File: src/rtl/pwm_multi_gen_pkg.sv
// pwm_pkg: shared constants, register-select type and address decode helper
// for the multi-channel PWM generator. Optional feature macro: PWM_POL_EN.
package pwm_pkg;

  localparam int PWM_S_DEFAULT  = 11;
  localparam int PWM_CH_DEFAULT = 4;
  localparam int ADDR_PERIOD    = 0;
  localparam int ADDR_CMP_BASE  = 1;

  // Which shadow register class a write address targets
  typedef enum logic [1:0] {
    SEL_NONE   = 2'd0,
    SEL_PERIOD = 2'd1,
    SEL_CMP    = 2'd2,
    SEL_POL    = 2'd3
  } reg_sel_e;

  // Polarity mask sits directly after the last compare register
  function automatic int addr_pol(input int ch);
    return ch + 1;
  endfunction

  // Classify a register address; anything past the last defined one is ignored
  function automatic reg_sel_e decode_addr(input int a, input int ch, input bit pol_en);
    reg_sel_e sel;
    if (a == ADDR_PERIOD) begin
      sel = SEL_PERIOD;
    end else if ((a >= ADDR_CMP_BASE) && (a < ADDR_CMP_BASE + ch)) begin
      sel = SEL_CMP;
    end else if (pol_en && (a == addr_pol(ch))) begin
      sel = SEL_POL;
    end else begin
      sel = SEL_NONE;
    end
    return sel;
  endfunction

endpackage

File: src/rtl/pwm_multi_gen_if.sv
// pwm_multi_gen_if: shadow-register write port (strobe, address, data).
interface pwm_multi_gen_if #(
  parameter int AW = 3,
  parameter int s  = 11
);
  logic          wr;
  logic [AW-1:0] addr;
  logic [s-1:0]  wdata;

  modport master (output wr, addr, wdata);
  modport slave  (input  wr, addr, wdata);
endinterface

File: src/rtl/pwm_multi_gen_chan.sv
// pwm_chan: one PWM channel -- compare shadow/active pair and registered
// pulse output. With PWM_POL_EN defined it also carries a polarity bit.
module pwm_chan
  import pwm_pkg::*;
#(
  parameter int s = PWM_S_DEFAULT
) (
  input  logic         clk,
  input  logic         rst_n,
  input  logic         ce,
  input  logic         load,      // ce & period boundary
  input  logic         n_sh_nz,   // period shadow is non-zero
  input  logic [s-1:0] q,
  input  logic         wr_sel,
  input  logic [s-1:0] wdata,
`ifdef PWM_POL_EN
  input  logic         pol_wr_sel,
  input  logic         pol_wdata,
`endif
  output logic         pw,
  output logic         end_pw
);

  logic [s-1:0] cmp_sh_q, cmp_sh_d;
  logic [s-1:0] cmp_act_q, cmp_act_d;
  logic         pw_raw_d;
  logic         pw_raw_q;
  logic         pw_q;
  logic         pol_act_d;

`ifdef PWM_POL_EN
  logic pol_sh_q, pol_sh_d, pol_act_q;

  // Polarity shadow write and boundary transfer
  always_comb begin
    if (pol_wr_sel) begin
      pol_sh_d = pol_wdata;
    end else begin
      pol_sh_d = pol_sh_q;
    end
    if (load) begin
      pol_act_d = pol_sh_q;
    end else begin
      pol_act_d = pol_act_q;
    end
  end

  // Polarity state registers
  always_ff @(posedge clk or negedge rst_n) begin
    if (!rst_n) begin
      pol_sh_q  <= 1'b0;
      pol_act_q <= 1'b0;
    end else begin
      pol_sh_q  <= pol_sh_d;
      pol_act_q <= pol_act_d;
    end
  end
`else
  assign pol_act_d = 1'b0;
`endif

  // Compare shadow write, boundary load and pulse start/end rules
  always_comb begin
    cmp_act_d = cmp_act_q;
    pw_raw_d  = pw_raw_q;
    if (wr_sel) begin
      cmp_sh_d = wdata;
    end else begin
      cmp_sh_d = cmp_sh_q;
    end
    if (load) begin
      // start has priority over end; the load sees pre-edge shadow values
      cmp_act_d = cmp_sh_q;
      pw_raw_d  = (cmp_sh_q != {s{1'b0}}) && n_sh_nz;
    end else if (ce && (q == cmp_act_q)) begin
      pw_raw_d  = 1'b0;
    end else begin
      pw_raw_d  = pw_raw_q;
    end
  end

  // Channel state registers; polarity folded in so the output adds no latency
  always_ff @(posedge clk or negedge rst_n) begin
    if (!rst_n) begin
      cmp_sh_q  <= {s{1'b0}};
      cmp_act_q <= {s{1'b0}};
      pw_raw_q  <= 1'b0;
      pw_q      <= 1'b0;
    end else begin
      cmp_sh_q  <= cmp_sh_d;
      cmp_act_q <= cmp_act_d;
      pw_raw_q  <= pw_raw_d;
      pw_q      <= pw_raw_d ^ pol_act_d;
    end
  end

  assign pw     = pw_q;
  assign end_pw = (q == cmp_act_q) && (cmp_act_q != {s{1'b0}});

endmodule

File: src/rtl/pwm_multi_gen.sv
// pwm_multi_gen: shared period counter driving CH pulse channels, with
// shadow registers that transfer to active values only at the period boundary.
// Optional polarity mask at address CH+1 when PWM_POL_EN is defined.
module pwm_multi_gen
  import pwm_pkg::*;
#(
  parameter int s  = PWM_S_DEFAULT,
  parameter int CH = PWM_CH_DEFAULT
) (
  input  logic          clk,
  input  logic          rst_n,
  input  logic          ce,
  pwm_multi_gen_if.slave bus,
  output logic [CH-1:0] pw,
  output logic          start_pw,
  output logic [CH-1:0] end_pw,
  output logic [s-1:0]  q
);

  localparam int AW = $clog2(CH + 2);
`ifdef PWM_POL_EN
  localparam bit POL_EN = 1'b1;
`else
  localparam bit POL_EN = 1'b0;
`endif
  localparam logic [s-1:0] ONE = {{(s-1){1'b0}}, 1'b1};

  logic [s-1:0]  cnt_q, cnt_d;
  logic [s-1:0]  n_sh_q, n_sh_d;
  logic [s-1:0]  n_act_q, n_act_d;
  logic          load_s;
  reg_sel_e      sel_s;
  logic [CH-1:0] cmp_wr_s;

  assign sel_s    = decode_addr(int'(bus.addr), CH, POL_EN);
  assign start_pw = (cnt_q == n_act_q);
  assign load_s   = ce && start_pw;
  assign q        = cnt_q;

  // Per-channel compare write strobes
  always_comb begin
    cmp_wr_s = {CH{1'b0}};
    for (int i = 0; i < CH; i++) begin
      if (bus.wr && (sel_s == SEL_CMP) && (bus.addr == AW'(ADDR_CMP_BASE + i))) begin
        cmp_wr_s[i] = 1'b1;
      end else begin
        cmp_wr_s[i] = 1'b0;
      end
    end
  end

  // Period shadow write, boundary load and counter advance
  always_comb begin
    n_act_d = n_act_q;
    cnt_d   = cnt_q;
    if (bus.wr && (sel_s == SEL_PERIOD)) begin
      n_sh_d = bus.wdata;
    end else begin
      n_sh_d = n_sh_q;
    end
    if (load_s) begin
      // an empty period keeps the counter parked at 0 (idle)
      n_act_d = n_sh_q;
      cnt_d   = (n_sh_q == {s{1'b0}}) ? {s{1'b0}} : ONE;
    end else if (ce) begin
      cnt_d   = cnt_q + ONE;
    end else begin
      cnt_d   = cnt_q;
    end
  end

  // Counter and period registers
  always_ff @(posedge clk or negedge rst_n) begin
    if (!rst_n) begin
      cnt_q   <= {s{1'b0}};
      n_sh_q  <= {s{1'b0}};
      n_act_q <= {s{1'b0}};
    end else begin
      cnt_q   <= cnt_d;
      n_sh_q  <= n_sh_d;
      n_act_q <= n_act_d;
    end
  end

  for (genvar g = 0; g < CH; g++) begin : g_chan
`ifdef PWM_POL_EN
    logic pol_wr_s;
    assign pol_wr_s = bus.wr && (sel_s == SEL_POL);
`endif
    pwm_chan #(.s(s)) u_chan (
      .clk        (clk),
      .rst_n      (rst_n),
      .ce         (ce),
      .load       (load_s),
      .n_sh_nz    (n_sh_q != {s{1'b0}}),
      .q          (cnt_q),
      .wr_sel     (cmp_wr_s[g]),
      .wdata      (bus.wdata),
`ifdef PWM_POL_EN
      .pol_wr_sel (pol_wr_s),
      .pol_wdata  (bus.wdata[g]),
`endif
      .pw         (pw[g]),
      .end_pw     (end_pw[g])
    );
  end

endmodule

File: src/flat_wrapper.sv
// flat-port wrapper written by rule: the top's interface ports become plain ports
module pwm_multi_gen_flat import pwm_pkg::*;
#(
  parameter int s  = PWM_S_DEFAULT,
  parameter int CH = PWM_CH_DEFAULT
)
  (clk, rst_n, ce, pw, start_pw, end_pw, q, bus_wr, bus_addr, bus_wdata);
  pwm_multi_gen_if #(.AW(3), .s(s)) bus_i ();
  input  logic clk;
  input  logic rst_n;
  input  logic ce;
  output logic [CH-1:0] pw;
  output logic start_pw;
  output logic [CH-1:0] end_pw;
  output logic [s-1:0] q;
  input wire logic [$bits(bus_i.wr)-1:0] bus_wr;
  input wire logic [$bits(bus_i.addr)-1:0] bus_addr;
  input wire logic [$bits(bus_i.wdata)-1:0] bus_wdata;
  assign bus_i.wr = bus_wr;
  assign bus_i.addr = bus_addr;
  assign bus_i.wdata = bus_wdata;
  pwm_multi_gen #(.s(s), .CH(CH)) u_core (.clk(clk), .rst_n(rst_n), .ce(ce), .bus(bus_i), .pw(pw), .start_pw(start_pw), .end_pw(end_pw), .q(q));
endmodule
File: config.mk
export PLATFORM = sky130hd
export DESIGN_NAME = pwm_multi_gen_flat
export DESIGN_NICKNAME = d
export VERILOG_FILES = /design/src/rtl/pwm_multi_gen_pkg.sv /design/src/rtl/pwm_multi_gen_if.sv /design/src/rtl/pwm_multi_gen_chan.sv /design/src/rtl/pwm_multi_gen.sv /design/src/flat_wrapper.sv
export SDC_FILE = /design/constraint.sdc
export NUM_CORES = 1
export LEC_CHECK = 0
export ABC_AREA = 1
export CELL_PAD_IN_SITES_DETAIL_PLACEMENT = 1
export CELL_PAD_IN_SITES_GLOBAL_PLACEMENT = 2
export CORE_UTILIZATION = 25
export DETAILED_ROUTE_END_ITERATION = 12
export PLACE_DENSITY_LB_ADDON = 0.25
export SYNTH_ARGS = -nofsm -noshare
export SYNTH_HDL_FRONTEND = slang
export SYNTH_SLANG_ARGS = --single-unit
File: constraint.sdc
create_clock -name clk -period 2.2 [get_ports clk]
set_clock_uncertainty 0.2 [all_clocks]
set_input_delay 0.44 -clock clk [delete_from_list [all_inputs] [get_ports clk]]
set_output_delay 0.44 -clock clk [all_outputs]
set_load 0.03 [all_outputs]
==> summary.txt <==
Cell family with most CP delay = buffers and inverters
Sequence of cells on the critical path = buf_12, xor2_2, nor2_1, nand2_1, nor2_2, nand2_1, a31oi_2, buf_4, buf_12
Reg-to-Reg Start = u_core.q[9]
WP data required = 1.56 ns
Maximum vdd drop = 0.000339 V
GPL Wtd Cong = 0.781
Internal = 5.27 mW
Critical path launch point = u_core.q[9]
Number of synthesized flops with an enable pin = 0
CTS HTree Levels = 4
Critical path's slowest cell = dfrtp_1
Leak = 3.72 nW
Maximum clock frequency = 0.385 GHz
Overflow after GRT = 0
First-pass GRT wire length = 30.3 mm
Warnings from Yosys = 0
WL per Instance = 17.0 um
Largest net degree at the start of global routing = 67
Final hold violation count = 0
Total global-route track usage = 16.7%
Simple-gate share of the synthesized area = 25.7%
Worst Setup EP = end_pw[2]
Die area = 24500 um^2
Max cap viols = 0
Routed vias = 4819
Tightest Hold Check Type = reg2reg
Root Buffer = clkbuf_16
Final nets = 793
Top-area cell type share of the netlist area = 52.5%
CTS tree = done
Largest family of logic cells by synthesized area = simple AND/OR/NAND/NOR gates
Critical path buffers and inverters = 3
Worst path depth = 9
Critical path peak fanout = 4
Die span in x = 156 um
Area growth, synth to finish = 28.9%
Placed Cells = 1061
Status = finished, violations left
Total power = 7.89 mW
Worst slack, placed = -0.134 ns
Sw Pwr = 2.62 mW
Core area = 23400 um^2
WP data arrival = 1.96 ns
Clock transition at path regs = 0.06 ns
Post-route antenna net violation count = 0
Crit Path Category = reg2out
Number of vias per cell = 4.36
Initial antenna violation count = 0
Clock Power Share = 35.1%
Gate power share = 27.5%
Num ports = 38
Mux share of post-synthesis cell area = 0%
Vias in the first global route = 5128
Initial detailed-routing violation count = 219
WL final = 18.8 mm
R2R Path End = u_core.g_chan[2].u_chan.pw
Post-synth ARST share = 100%
Final setup violation count = 5
Slew margin rel. = 56.6%
Count of cell types in the netlist = 27
Drt drc = 0
TritonCTS buffer count = 17
Min-delay src = u_core.n_sh_q[2]
Ys flop type = dfrtp_1
Crit end category = output port
Compound-Gate Fraction of Synth Area = 6.71%
HPWL after DPL = 13.6 mm
Reg power frac = 37.4%
Filler Cell Count = 2790
Startpoint Class = flop
FP Rows = 56
Pins Over Slew Limit = 0
FF+latch count, synth = 125
PnR worst setup slack = -0.397 ns
Synthesized-area fraction occupied by adder cells = 0.210%
Xor and xnor area share after synthesis = 6.90%
Clk buf depth = 2
Most frequent cells after synthesis = nand2_1 (258), dfrtp_1 (125), o21ai_0 (70)
Failing checks = negative setup slack
Clock Sinks = 125
Worst-Margin Slew = 0.650 ns
Register area share after synthesis = 52.5%
Buffers on Ports = 37
Synthesized area per cell = 8.42 um^2
Share of post-route cells with drive strength above 1 = 15.8%
Pre-antenna DRT Iters = 4
Initial Util = 25.5%
RSZ-0062 raised after global routing = true
Area leader, netlist = dfrtp_1
Fin crit period = 2.60 ns
Synth area leaders = dfrtp_1 (52%), nand2_1 (16%), o21ai_0 (5.9%), xnor2_1 (3.5%), xor2_1 (3.4%)
Worst-Skew Late Latency = 0.42 ns
Mapped Area = 5960 um^2
Crit-path max cell delay = 0.41 ns
Sw Ratio = 33.3%
Power per Cell Area = 1030 nW/um^2
Chip height = 156 um
Top-count cell post-synth = nand2_1
Post-Layout Cell Count = 1106
Diode count = 0
Final period util = 118%
FF-to-FF path depth = 10
Mapped Cells = 708
R2R Setup Slk = 0.09 ns
Mapped Nets = 727
[flip-flops by register name, indices dropped and copies added (netlist names)]
signal                          count
u_core.n_act_q                     11
u_core.q                           11
u_core.g_chan.u_chan.cmp_act_q     44
u_core.g_chan.u_chan.cmp_sh_q      44
u_core.g_chan.u_chan.pw             4
u_core.n_sh_q                      11
[cells in the final DEF (no fill, tap or decap), types with 2 or more instances in the layout]
master / n
a21oi_1: 2
a31oi_2: 3
buf_12: 16
buf_4: 38
buf_6: 6
bufinv_16: 2
clkbuf_1: 3
clkbuf_16: 17
clkdlybuf4s50_1: 20
clkinv_4: 3
clkinvlp_4: 4
dfrtp_1: 119
dfrtp_2: 6
dlygate4sd2_1: 7
inv_1: 38
inv_2: 7
inv_6: 2
nand2_1: 255
nand2_2: 3
nand3_1: 38
nand4_1: 5
nor2_1: 26
nor2_2: 4
nor2_4: 2
nor3_1: 14
nor4_1: 16
o211ai_1: 2
o21ai_0: 70
or2_2: 2
xnor2_1: 21
xnor2_2: 3
xor2_1: 21
xor2_2: 2
[layer usage]
metal	track usage (%)	share of wire, %	routed length (um)
met4	4.53	1.3	248
met5	0	0	0
met2	27.2	47	8840
met1	22.6	49	9150
met3	3.24	2.9	541
[power by group through the flow]
stage	Clock [mW]	Sequential [mW]	Combinational, mW
after CTS	2.83	2.97	2.03
after global routing	2.93	3.00	2.41
after global placement	0	2.98	2.00
after floorplan	0	2.93	1.06
final	2.77	2.95	2.17
after detailed placement	0	3.00	2.02
[through the flow]
step           hold WS [ns]  TNS [ns]  instance area, um^2  util (%)
6_report              0.288     -1.61                 7680      32.8
2_1_floorplan       -0.0556         0                 5960         -
4_1_cts               0.291     -1.73                 7530      32.2
3_3_place_gp          0.273    -0.131                 6890      29.4
5_1_grt               0.314     -2.27                 7680      32.8
3_5_place_dp          0.277    -0.236                 6890      29.4
[how the worst min path moves through the flow]
stage | endpoint | slack [ns] | cells past startpoint
CTS | u_core.n_sh_q[2] | 0.29 | 2
detailed placement | u_core.n_sh_q[2] | 0.28 | 2
global route | u_core.n_sh_q[2] | 0.31 | 2
global placement | u_core.n_sh_q[7] | 0.27 | 2
floorplan | u_core.g_chan[0].u_chan.cmp_act_q[0] | -0.06 | 0
finish | u_core.n_sh_q[2] | 0.29 | 2
[repair_timing]
action,4_1_cts,5_1_grt
buffers inserted,4,8
cloned,0,0
endpoints found under the setup margin,13,6
resized for setup,22,20
pin swaps,3,12
hold endpoints to repair,36,0
hold buffers,1,0
[tightest hold or removal path, delay by kind of cell, from the launching register on]
| kind | cells | cell delay [ns] |
|---|---|---|
| simple gates | 1 | 0.05 |
| flops | 1 | 0.34 |
| compound gates | 1 | 0.06 |
[area by class of cell]
class,instances,area (um^2),share of cell area (%)
Clock inverter,12,139,1.81
Sequential cell,125,3140,40.8
Timing Repair Buffer,90,962,12.5
Inverter,46,175,2.28
Tap cell,319,399,5.19
Multi-Input combinational cell,494,2440,31.7
Clock buffer,20,437,5.68
[logic make-up (layout without fill, tap and decap cells)]
| family | after synthesis | in the layout |
|---|---|---|
| and+or+nand+nor | 368 | 368 |
| DFF | 125 | 125 |
| buffers and inverters | 89 | 168 |
| AOI/OAI and AO/OA | 78 | 78 |
| xor gates and xnor gates | 47 | 47 |
| adders and majority gates | 1 | 1 |
Power figures use the tool's default switching activity.
==> variant, RTL diff (same settings) <==
`AW` is set to 3 in 2 places; all go to 2.
--- a/src/rtl/pwm_multi_gen_if.sv
+++ b/src/rtl/pwm_multi_gen_if.sv
@@ -1,5 +1,5 @@
 // pwm_multi_gen_if: shadow-register write port (strobe, address, data).
 interface pwm_multi_gen_if #(
-  parameter int AW = 3,
+  parameter int AW = 2,
   parameter int s  = 11
 );
--- a/src/flat_wrapper.sv
+++ b/src/flat_wrapper.sv
@@ -6,5 +6,5 @@
 )
   (clk, rst_n, ce, pw, start_pw, end_pw, q, bus_wr, bus_addr, bus_wdata);
-  pwm_multi_gen_if #(.AW(3), .s(s)) bus_i ();
+  pwm_multi_gen_if #(.AW(2), .s(s)) bus_i ();
   input  logic clk;
   input  logic rst_n;
Ports: changed (resized bus_addr); port bits go from 38 to 37. The function was not compared with the original's and may differ.
==> variant against the unedited design <==
Total power fell by 22%; non-clock buffer count up 16; sequential power decreased by 20%; sequential cell count is 23 lower; global-route usage decreased by 0.59 points; final area down 14%; clock power decreased by 44%; the run still ends with setup timing left; synthesized cell count shrank 8.1%; largest cell class unchanged; wire length decreased by 15%; synthesized area shrank 14%; setup slack gained 0.18 ns; via count is 9.5% lower.
==> variant: results (changes against the unedited design) <==
clock_network:
  cts.htree.levels: 3  # was 4
  clk_latency_ns: 0.35  # was 0.42 ns
  post_cts_buffers: 19  # was 4
  numCtsBuffers: 9  # was 17
yosys:
  synth_seq_area_share_pct: 49.9  # was 52.5%
  synth-xor-area-share_pct: 4.43  # was 6.90%
  synth_cell_types: 26  # was 27
  synth_common_cells: "nand2_1 (234), dfrtp_1 (102), inv_1 (75)"  # was nand2_1 (258), dfrtp_1 (125), o21ai_0 (70)
  yosys-top-cells-area: "dfrtp_1 (50%), nand2_1 (17%), inv_1 (5.5%), o21ai_0 (4.7%), xnor2_1 (3.8%)"  # was dfrtp_1 (52%), nand2_1 (16%), o21ai_0 (5.9%), xnor2_1 (3.5%), xor2_1 (3.4%)
power_and_ir_drop:
  swShare_pct: 35.9  # was 33.3%
  ir_worst_vdd_v: 0.000368  # was 0.000339 V
  p_leak_nw: 3.22  # was 3.72 nW
finish:
  top_regs: "u_core.g_chan.u_chan.cmp_act_q x33, u_core.g_chan.u_chan.cmp_sh_q x33"  # was u_core.g_chan.u_chan.cmp_act_q x44, u_core.g_chan.u_chan.cmp_sh_q x44
  n_fill_cell: 2384  # was 2790
  final_nets: 750  # was 793
timing:
  setup_viol: 4  # was 5
  worst_slack_ns: -0.214  # was -0.397 ns
routing:
  dr_wl_met3_um: 432  # was 541 um
  wl_met2_um: 7390  # was 8840 um
  drt-initial-drc-count: 207  # was 219
placed_design:
  hpwl_um: 12400  # was 13600 um
  place_congestion: 0.804  # was 0.781
  port_buffers: 34  # was 37
global_routing:
  grt_pass1_wl_um: 26200  # was 30300 um
  use_met2_pct: 25.7  # was 27.2%
  grt_pass1_vias: 4649  # was 5128
  use_met3_pct: 2.45  # was 3.24%
  met1_usage_pct: 22.6  # about the same
worst_setup_path:
  critPathLaunch: "u_core.q[4]$_DFFE_PN0P_"  # was u_core.q[9]$_DFFE_PN0P_
  critPathArrivalTime_ns: 1.77  # was 1.96 ns
status:
  outcome: "finished with violations"  # unchanged
  violations: "setup timing"  # unchanged
-- variant: cell types whose count changed after synthesis, sizes merged, moves of 4 or more --
cell / change
buf: -4
dfrtp: -23
inv: +37
nand2: -24
nand3: -9
nand4: +8
nor2: -7
nor4: -8
o21ai: +4
xor2: -21
-- variant: layout make-up --
type	count	area, um2	area share [%]
sequential	102	2560	38.7
multi-input combinational	431	2180	32.9
timing repair buffer	106	960	14.5
tap	265	332	5.00
inverter	82	312	4.70
clock buffer	11	253	3.81
clock inverter	4	31.3	0.472
-- variant: per-stage QoR --
| stage | hold WS [ns] | instance area (um2) | cells | power (mW) | setup TNS, ns |
|---|---|---|---|---|---|
| floorplan | -0.0556 | 5120 | 652 | 3.41 | 0 |
| global placement | 0.206 | 5940 | 961 | 4.27 | -0.0343 |
| detailed placement | 0.206 | 5940 | 961 | 4.32 | -0.0642 |
| CTS | 0.294 | 6470 | 996 | 6.07 | -0.884 |
| global route | 0.304 | 6630 | 1001 | 6.52 | -1.26 |
| finish | 0.288 | 6630 | 1001 | 6.12 | -0.724 |
-- variant: final timing paths --
path,end,slack (ns),cells after the start
max in group asynchronous,u_core.g_chan[0].u_chan.cmp_sh_q[6]$_DFFE_PN0P_,0.75,3
max,end_pw[2],-0.21,7
min in group asynchronous,u_core.q[2]$_DFFE_PN0P_,0.37,2
max reg2reg,u_core.g_chan[2].u_chan.pw$_DFFE_PN0P_,0.03,17
min reg2reg,u_core.g_chan[0].u_chan.cmp_sh_q[6]$_DFFE_PN0P_,0.29,2
min,u_core.g_chan[0].u_chan.cmp_sh_q[6]$_DFFE_PN0P_,0.29,2
-- variant: tightest hold or removal path, delay by kind of cell, from the launching register on --
family             cells  cell delay, ns
AOI/OAI and AO/OA      1            0.06
DFF                    1            0.34
and+or+nand+nor        1            0.05
